<file path="src/rtl/r8051_xram_arb.sv">
`default_nettype none
// ============================================================================
// r8051_xram_arb : single-port xdata SRAM arbiter between the r8051 core and a
//                  DMA/debug master, with read-return tracking and DMA starvation guard.
// Revision       : 1.0
// ============================================================================
module r8051_xram_arb #(
  parameter int ADDR_W     = 16,
  parameter int STARVE_LIM = 4
) (
  input  logic              clk,
  input  logic              rst,
  input  logic              xrd_en,
  input  logic [ADDR_W-1:0] xrd_addr,
  output logic [7:0]        xrd_byte,
  output logic              xrd_vld,
  input  logic              xwr_en,
  input  logic [ADDR_W-1:0] xwr_addr,
  input  logic [7:0]        xwr_byte,
  input  logic              dma_req,
  input  logic              dma_we,
  input  logic [ADDR_W-1:0] dma_addr,
  input  logic [7:0]        dma_wdata,
  output logic              dma_gnt,
  output logic              dma_rvld,
  output logic [7:0]        dma_rdata,
  output logic              mem_en,
  output logic              mem_we,
  output logic [ADDR_W-1:0] mem_addr,
  output logic [7:0]        mem_wdata,
  input  logic [7:0]        mem_rdata,
  output logic              ovf_err
);

  localparam logic [1:0] C_RSP_NONE = 2'd0;
  localparam logic [1:0] C_RSP_CORE = 2'd1;
  localparam logic [1:0] C_RSP_DMA  = 2'd2;
  localparam logic [3:0] C_STARVE_LIM = 4'(STARVE_LIM);

  logic [1:0]        rsp_sel_q, rsp_sel_d;
  logic              rd_pend_q, rd_pend_d;
  logic [ADDR_W-1:0] rd_addr_q, rd_addr_d;
  logic [3:0]        starve_cnt_q, starve_cnt_d;
  logic              ovf_err_q, ovf_err_d;

  logic              w_run;
  logic              w_starved;
  logic              w_rd_req;
  logic [ADDR_W-1:0] w_rd_addr;
  logic              w_gnt_wr, w_gnt_dma, w_gnt_rd;

  // Everything outward-facing is held quiet while reset is asserted.
  assign w_run     = rst;
  assign w_starved = (starve_cnt_q == C_STARVE_LIM);
  assign w_rd_req  = rd_pend_q | xrd_en;
  assign w_rd_addr = rd_pend_q ? rd_addr_q : xrd_addr;

  always_comb begin
    w_gnt_wr  = 1'b0;
    w_gnt_dma = 1'b0;
    w_gnt_rd  = 1'b0;
    if (w_run) begin
      if (xwr_en)                     w_gnt_wr  = 1'b1;
      else if (dma_req && w_starved)  w_gnt_dma = 1'b1;
      else if (w_rd_req)              w_gnt_rd  = 1'b1;
      else if (dma_req)               w_gnt_dma = 1'b1;
    end
  end

  always_comb begin
    mem_en    = 1'b0;
    mem_we    = 1'b0;
    mem_addr  = '0;
    mem_wdata = '0;
    if (w_gnt_wr) begin
      mem_en    = 1'b1;
      mem_we    = 1'b1;
      mem_addr  = xwr_addr;
      mem_wdata = xwr_byte;
    end else if (w_gnt_dma) begin
      mem_en    = 1'b1;
      mem_we    = dma_we;
      mem_addr  = dma_addr;
      mem_wdata = dma_we ? dma_wdata : 8'h00;
    end else if (w_gnt_rd) begin
      mem_en    = 1'b1;
      mem_addr  = w_rd_addr;
    end
  end

  assign dma_gnt = w_gnt_dma;

  // A read that loses arbitration is parked; a second one while parked is lost.
  always_comb begin
    rd_pend_d = rd_pend_q;
    rd_addr_d = rd_addr_q;
    if (rd_pend_q) begin
      if (w_gnt_rd) rd_pend_d = 1'b0;
    end else if (xrd_en && !w_gnt_rd) begin
      rd_pend_d = 1'b1;
      rd_addr_d = xrd_addr;
    end
    ovf_err_d = ovf_err_q | (xrd_en & rd_pend_q);
  end

  always_comb begin
    starve_cnt_d = starve_cnt_q;
    if (!dma_req || w_gnt_dma)           starve_cnt_d = 4'd0;
    else if (starve_cnt_q < C_STARVE_LIM) starve_cnt_d = starve_cnt_q + 4'd1;
  end

  always_ff @(posedge clk) begin
    if (!rst) begin
      rd_pend_q    <= 1'b0;
      rd_addr_q    <= '0;
      starve_cnt_q <= 4'd0;
      ovf_err_q    <= 1'b0;
    end else begin
      rd_pend_q    <= rd_pend_d;
      rd_addr_q    <= rd_addr_d;
      starve_cnt_q <= starve_cnt_d;
      ovf_err_q    <= ovf_err_d;
    end
  end

  // Response tracker: remembers who owns the SRAM read data returning next cycle.
  always_ff @(posedge clk) begin
    if (!rst) rsp_sel_q <= C_RSP_NONE;
    else      rsp_sel_q <= rsp_sel_d;
  end

  always_comb begin
    rsp_sel_d = C_RSP_NONE;
    if (w_gnt_rd)                rsp_sel_d = C_RSP_CORE;
    else if (w_gnt_dma && !dma_we) rsp_sel_d = C_RSP_DMA;
  end

  always_comb begin
    xrd_vld   = w_run && (rsp_sel_q == C_RSP_CORE);
    dma_rvld  = w_run && (rsp_sel_q == C_RSP_DMA);
    xrd_byte  = xrd_vld  ? mem_rdata : 8'h00;
    dma_rdata = dma_rvld ? mem_rdata : 8'h00;
    ovf_err   = w_run & ovf_err_q;
  end

endmodule
`default_nettype wire

</file>
<file path="config.mk">
export PLATFORM = sky130hd
export DESIGN_NAME = r8051_xram_arb
export DESIGN_NICKNAME = d
export VERILOG_FILES = /design/src/rtl/r8051_xram_arb.sv
export SDC_FILE = /design/constraint.sdc
export NUM_CORES = 1
export LEC_CHECK = 0
export ABC_AREA = 1
export ABC_CLOCK_PERIOD_IN_PS = 2750
export BUFFER_PORTS_ARGS = -buffer_cell sky130_fd_sc_hd__buf_2
export CORE_MARGIN = 4
export CORE_UTILIZATION = 45
export CTS_CLUSTER_DIAMETER = 150
export CTS_CLUSTER_SIZE = 16
export DETAILED_ROUTE_END_ITERATION = 10
export PLACE_DENSITY = 0.87
export SYNTH_ARGS = -nofsm -noshare
export SYNTH_HDL_FRONTEND = slang
export SYNTH_SLANG_ARGS = --single-unit
</file>
<file path="constraint.sdc">
create_clock -name clk -period 2.75 [get_ports clk]
set_input_delay 0.55 -clock clk [delete_from_list [all_inputs] [get_ports clk]]
set_output_delay 0.55 -clock clk [all_outputs]
set_load 0.02 [all_outputs]
</file>
# Word level (Yosys, flattened, before mapping)
# Cells that the tools add are included.
dict set report op_classes {
  eq_ne 3
  n_bitwise 6
  multipliers 0
  reduce_logical 12
  div 0
  n_lt_le_gt_ge 1
  n_mux 30
  shifts 0
  n_addsub 1
}
# op count
set op_table {}
lappend op_table {{$mux W16} 4}
lappend op_table {{$mux W8} 5}
lappend op_table {{$mux W1} 20}
lappend op_table {{$logic_and A1 B1 Y1} 5}
lappend op_table {{$add A4 B1 Y4 const B} 1}
lappend op_table {{$eq A4 B3 Y1 const B} 1}
lappend op_table {{$lt A4 B3 Y1 const B} 1}
lappend op_table {{$reduce_or A2 Y1} 2}
lappend op_table {{$logic_not A1 Y1} 3}
lappend op_table {{$and A1 B1 Y1} 2}
lappend op_table {{$eq A2 B1 Y1 const B} 1}
lappend op_table {{$eq A2 B2 Y1 const B} 1}
lappend op_table {{$mux W2} 1}
lappend op_table {{$not A1 Y1} 2}
lappend op_table {{$or A1 B1 Y1} 2}
lappend op_table {{$reduce_and A2 Y1} 1}
lappend op_table {{$logic_or A1 B1 Y1} 1}
dict set report word_totals {
  reg_bits 24
  memories 0
  input_bits 78
  romBits 0
  latchBits 0
  mem_bits_rw 0
  output_inout_bits 46
}

# Longest topological paths before layout
dict set report depth {
  depth_word 9
  mapped_depth 11
  ltp_nobuf 10
}

# Least setup slack after synthesis
# Ideal clock, no wire load.
dict set report synth_path {
  kind {input to output}
  start {in rst}
  end {out dma_rdata[0]}
  stages 4
  t_arrival_ns 1.639
  path_slack_ns 0.561
  required_ns 2.200
  path_buffers 0
  path_cell_list {inv_2 -> nor3_1 -> inv_2 -> nor2_1}
}
dict set report synth_via {
  elab_chain_len 2
}
# item line_no
set synth_lines {}
lappend synth_lines {{from (decl)} 12} ;# input logic rst,
lappend synth_lines {{$logic_and A1 B1 Y1} 140} ;# dma_rvld = w_run && (rsp_sel_q == C_RSP_DMA);
lappend synth_lines {{via dma_rvld} 25} ;# output logic dma_rvld,
lappend synth_lines {{$mux W8} 142} ;# dma_rdata = dma_rvld ? mem_rdata : 8'h00;
lappend synth_lines {{to (decl)} 26} ;# output logic [7:0] dma_rdata,
# The timed path passes the listed nets, and every way through them passes these cells.

# Worst setup path after layout
dict set report layout_path {
  start {reg starve_cnt_q[0]}
  end {out mem_addr[13]}
}
dict set report layout_via {
  elab_chain_len 8
  elab_cells_between_ends 11
  cone_classes {1 x eq/ne; 9 x mux; 1 x reduce/logical}
}
# item line_no
set layout_lines {}
lappend layout_lines {{from (decl)} 43} ;# logic [3:0] starve_cnt_q, starve_cnt_d;
lappend layout_lines {{from (signal assigned)} 121} ;# starve_cnt_q <= starve_cnt_d;
lappend layout_lines {{$eq A4 B3 Y1 (*)} 54} ;# assign w_starved = (starve_cnt_q == C_STARVE_LIM);
lappend layout_lines {{$logic_and A1 B1 Y1 (*)} 64} ;# else if (dma_req && w_starved) w_gnt_dma = 1'b1;
lappend layout_lines {{$mux W1} 64}
lappend layout_lines {{$mux W1} 63} ;# if (xwr_en) w_gnt_wr = 1'b1;
lappend layout_lines {{$mux W1} 62} ;# if (w_run) begin
lappend layout_lines {{$mux W16} 85} ;# end else if (w_gnt_rd) begin
lappend layout_lines {{$mux W16 (*)} 80} ;# end else if (w_gnt_dma) begin
lappend layout_lines {{$mux W16 (*)} 75} ;# if (w_gnt_wr) begin
lappend layout_lines {{to (decl)} 29} ;# output logic [ADDR_W-1:0] mem_addr,
# Mark *: on every way between the ends. The rest lies on a longest branch, timed or not.

==> impl_metrics.json <==
{
  "ctsLongestPathBuffers": 2,
  "die_height_um": 70.57,
  "grt_usage_pct": 19.99,
  "hold_path_startpoint": "ovf_err_q",
  "dr_wl_met2_um": 2485,
  "p_sw_share_pct": 33.29,
  "synth_commonest_cells": "sky130_fd_sc_hd__nand2_1, sky130_fd_sc_hd__nor2_1, sky130_fd_sc_hd__nand3_1, sky130_fd_sc_hd__inv_1",
  "synthesis.nets": 394,
  "p_leak_nw": 1.438,
  "power_density_cells_mw_per_mm2": 362.7,
  "die_area_mm2": 0.004980,
  "regToRegStartpoint": "starve_cnt_q[0]",
  "place_worst_setup_slack_ns": 0.3993,
  "timing_worst_slew_pin_value_ns": 0.3342,
  "maxCapViolations": 0,
  "clock_tree_root": "sky130_fd_sc_hd__clkbuf_8",
  "tritoncts": "built",
  "floorplan.rows": 22,
  "synth-seq-area-share_pct": 27.27,
  "final.setup.tns_ns": 0,
  "detailroute.wirelength.met3_um": 420,
  "hold_viol": 0,
  "fin_hold_ws_ns": 0.4782,
  "clk_transition_reported_paths_ns": 0.08,
  "vdd_drop_max_uv": 181.1,
  "period_minus_slack_ns": 2.488,
  "synth_top_flop_cell": "sky130_fd_sc_hd__dfxtp_1",
  "grt_antenna_before_repair": 0,
  "fin_worst_skew_ns": 0.004729,
  "required_ns": 2.20,
  "ys.warnings.count": 0,
  "layout-drive-gt1-share_pct": 33.18,
  "detail_route.iter0.violations": 75,
  "number_of_global_route_vias_before_repair": 2111,
  "netlist.area_leader.share_pct": 27.27,
  "remaining_drc_errors": 0,
  "antenna_left": 0,
  "final_estimated_routing_congestion_in_global_placement": 0.8002,
  "setup_viol": 0,
  "clkSinkCount": 24,
  "quantity_of_hold_fixing_buffers_added_after_cts": 0,
  "routedLengthMet1_um": 2065,
  "synth_area_leaders": "sky130_fd_sc_hd__dfxtp_1, sky130_fd_sc_hd__nand2_1, sky130_fd_sc_hd__nand3_1",
  "power.share.clock_pct": 23.6,
  "total_global_routing_overflow": 0,
  "io_buffers": 123,
  "detailed_place_hpwl_um": 4051,
  "netlist.top_cell.by_area": "sky130_fd_sc_hd__dfxtp_1",
  "via_per_inst": 4.807,
  "startpoint": "starve_cnt_q[0]",
  "post_cts_resized": 0,
  "grt_first_pass_wirelength_um": 8535,
  "clk-insertion-delay-late_ns": 0.27,
  "floorplan.die.width_um": 70.57,
  "core-area_mm2": 0.003716,
  "crit_path_end_kind": "output port",
  "max_freq_ghz": 0.4020,
  "drt-wirelength-per-cell_um": 10.67,
  "layout.nets": 510,
  "firstDrtPassIters": 4,
  "yosys_register_bits": 24,
  "power_frac_comb_pct": 32.6,
  "syn-instance-count": 314,
  "synth_enable_flop_cells": 0,
  "flow.area_growth_from_synthesis_pct": 37.78,
  "run_status": "finished, final reports clean",
  "syn_area_mm2": 0.001762,
  "final_max_slew_viol_count": 0,
  "post-cts-setup-buffer-count": 0,
  "synth_async_sr_flop_share_pct": 0,
  "h_tree_depth": 1,
  "detailroute.via_count": 2288,
  "dr.max_layer_used": "met4",
  "finalWorstSetupSlack_ns": 0.2624,
  "slew-limit-headroom_pct": 77.68,
  "p_int_uw": 587.2,
  "synth_cell_type_count": 21,
  "initial_core_util_pct": 47.41,
  "path_max_fanout": 17,
  "largest_net_degree_at_the_start_of_global_routing": 35,
  "power.sequential.fraction_pct": 43.8,
  "rsz0062_at_grt": "false",
  "worstPathArrival_ns": 1.94,
  "crit_path_start_kind": "flop",
  "n_antenna_cell": 0,
  "power.net_switching_uw": 293.1,
  "mean_area_per_synthesized_cell_um2": 5.610,
  "top_level_ports": 124,
  "finalWirelength_um": 5077,
  "synth_most_common_cell": "sky130_fd_sc_hd__nand2_1",
  "min_path_type": "reg -> reg",
  "critPathKind": "reg -> out",
  "cts-buffers-inserted": 3,
  "min_period_over_period_pct": 90.46
}
routing by layer:
metal  vias up  global-route usage, %
met5         -                      0
met4         0                  7.933
met3         9                  3.693
met2        87                  36.07
met1       990                  23.26
li1       1202                      -
kinds of logic (layout without fill, tap and decap cells):
family          count (synthesis)  count (layout)  synth area share (%)
xor+xnor                        1               1                0.4972
simple gates                  188             188                 44.74
buf+inv                        56             170                 13.71
fa+ha+maj                       2               2                 1.420
compound gates                 43              43                 12.36
flops                          24              24                 27.27
metrics by stage:
step           util, %  power, mW  cells  area [µm²]
4_1_cts          65.32     0.8877    476        2427
5_1_grt          65.32     0.9450    476        2427
2_1_floorplan        -     0.5727    314        1762
3_5_place_dp     64.21     0.6832    473        2386
6_report         65.32     0.8803    476        2427
3_3_place_gp     64.21     0.6750    473        2386
cell type report:
cell class | instances | area, µm²
clock buffers | 3 | 41.29
fillers | 365 | 1289
inverters | 38 | 142.6
multi-input cells | 234 | 1042
flip-flops and latches | 24 | 480.5
well taps | 48 | 60.06
repair buffers | 129 | 660.6
critical path, cell delays in order, from the launching register on:
cell                      delay, ns
sky130_fd_sc_hd__dfxtp_1       0.34
sky130_fd_sc_hd__inv_1         0.07
sky130_fd_sc_hd__ha_1          0.19
sky130_fd_sc_hd__nand2_1       0.06
sky130_fd_sc_hd__inv_1         0.04
sky130_fd_sc_hd__nand2_1       0.13
sky130_fd_sc_hd__nand3_4       0.19
sky130_fd_sc_hd__inv_2         0.29
sky130_fd_sc_hd__nand2_1       0.10
sky130_fd_sc_hd__nand3_1       0.10
sky130_fd_sc_hd__buf_2         0.17
cells in the final DEF (no fill, tap or decap), drive strengths merged:
master / count
clkbuf: 3
inv: 38
nand2: 106
a211oi: 1
o21ai: 24
a21oi: 18
xor2: 1
dfxtp: 24
buf: 129
nor3: 1
ha: 2
nand3: 37
nor2: 44
registers in the layout (all words and copies together) (netlist names):
| signal | cells |
|---|---|
| rd_addr_q | 16 |
| rd_pend_q | 1 |
| ovf_err_q | 1 |
| rsp_sel_q | 2 |
| starve_cnt_q | 4 |
power groups by stage:
stage | registers (mW) | clock network [mW] | logic (mW)
5_1_grt | 0.389 | 0.230 | 0.326
3_5_place_dp | 0.394 | 0 | 0.290
6_report | 0.385 | 0.208 | 0.287
4_1_cts | 0.385 | 0.212 | 0.291
3_3_place_gp | 0.393 | 0 | 0.282
2_1_floorplan | 0.390 | 0 | 0.183
path summary, 6_finish.rpt:
check / endpoint / slack, ns / cells after the start
max: mem_addr[13] / 0.26 / 10
min: ovf_err_q / 0.48 / 2
max reg2reg: rd_addr_q[5] / 1.16 / 9
min reg2reg: ovf_err_q / 0.48 / 2
(Power assumes the default switching activity.)
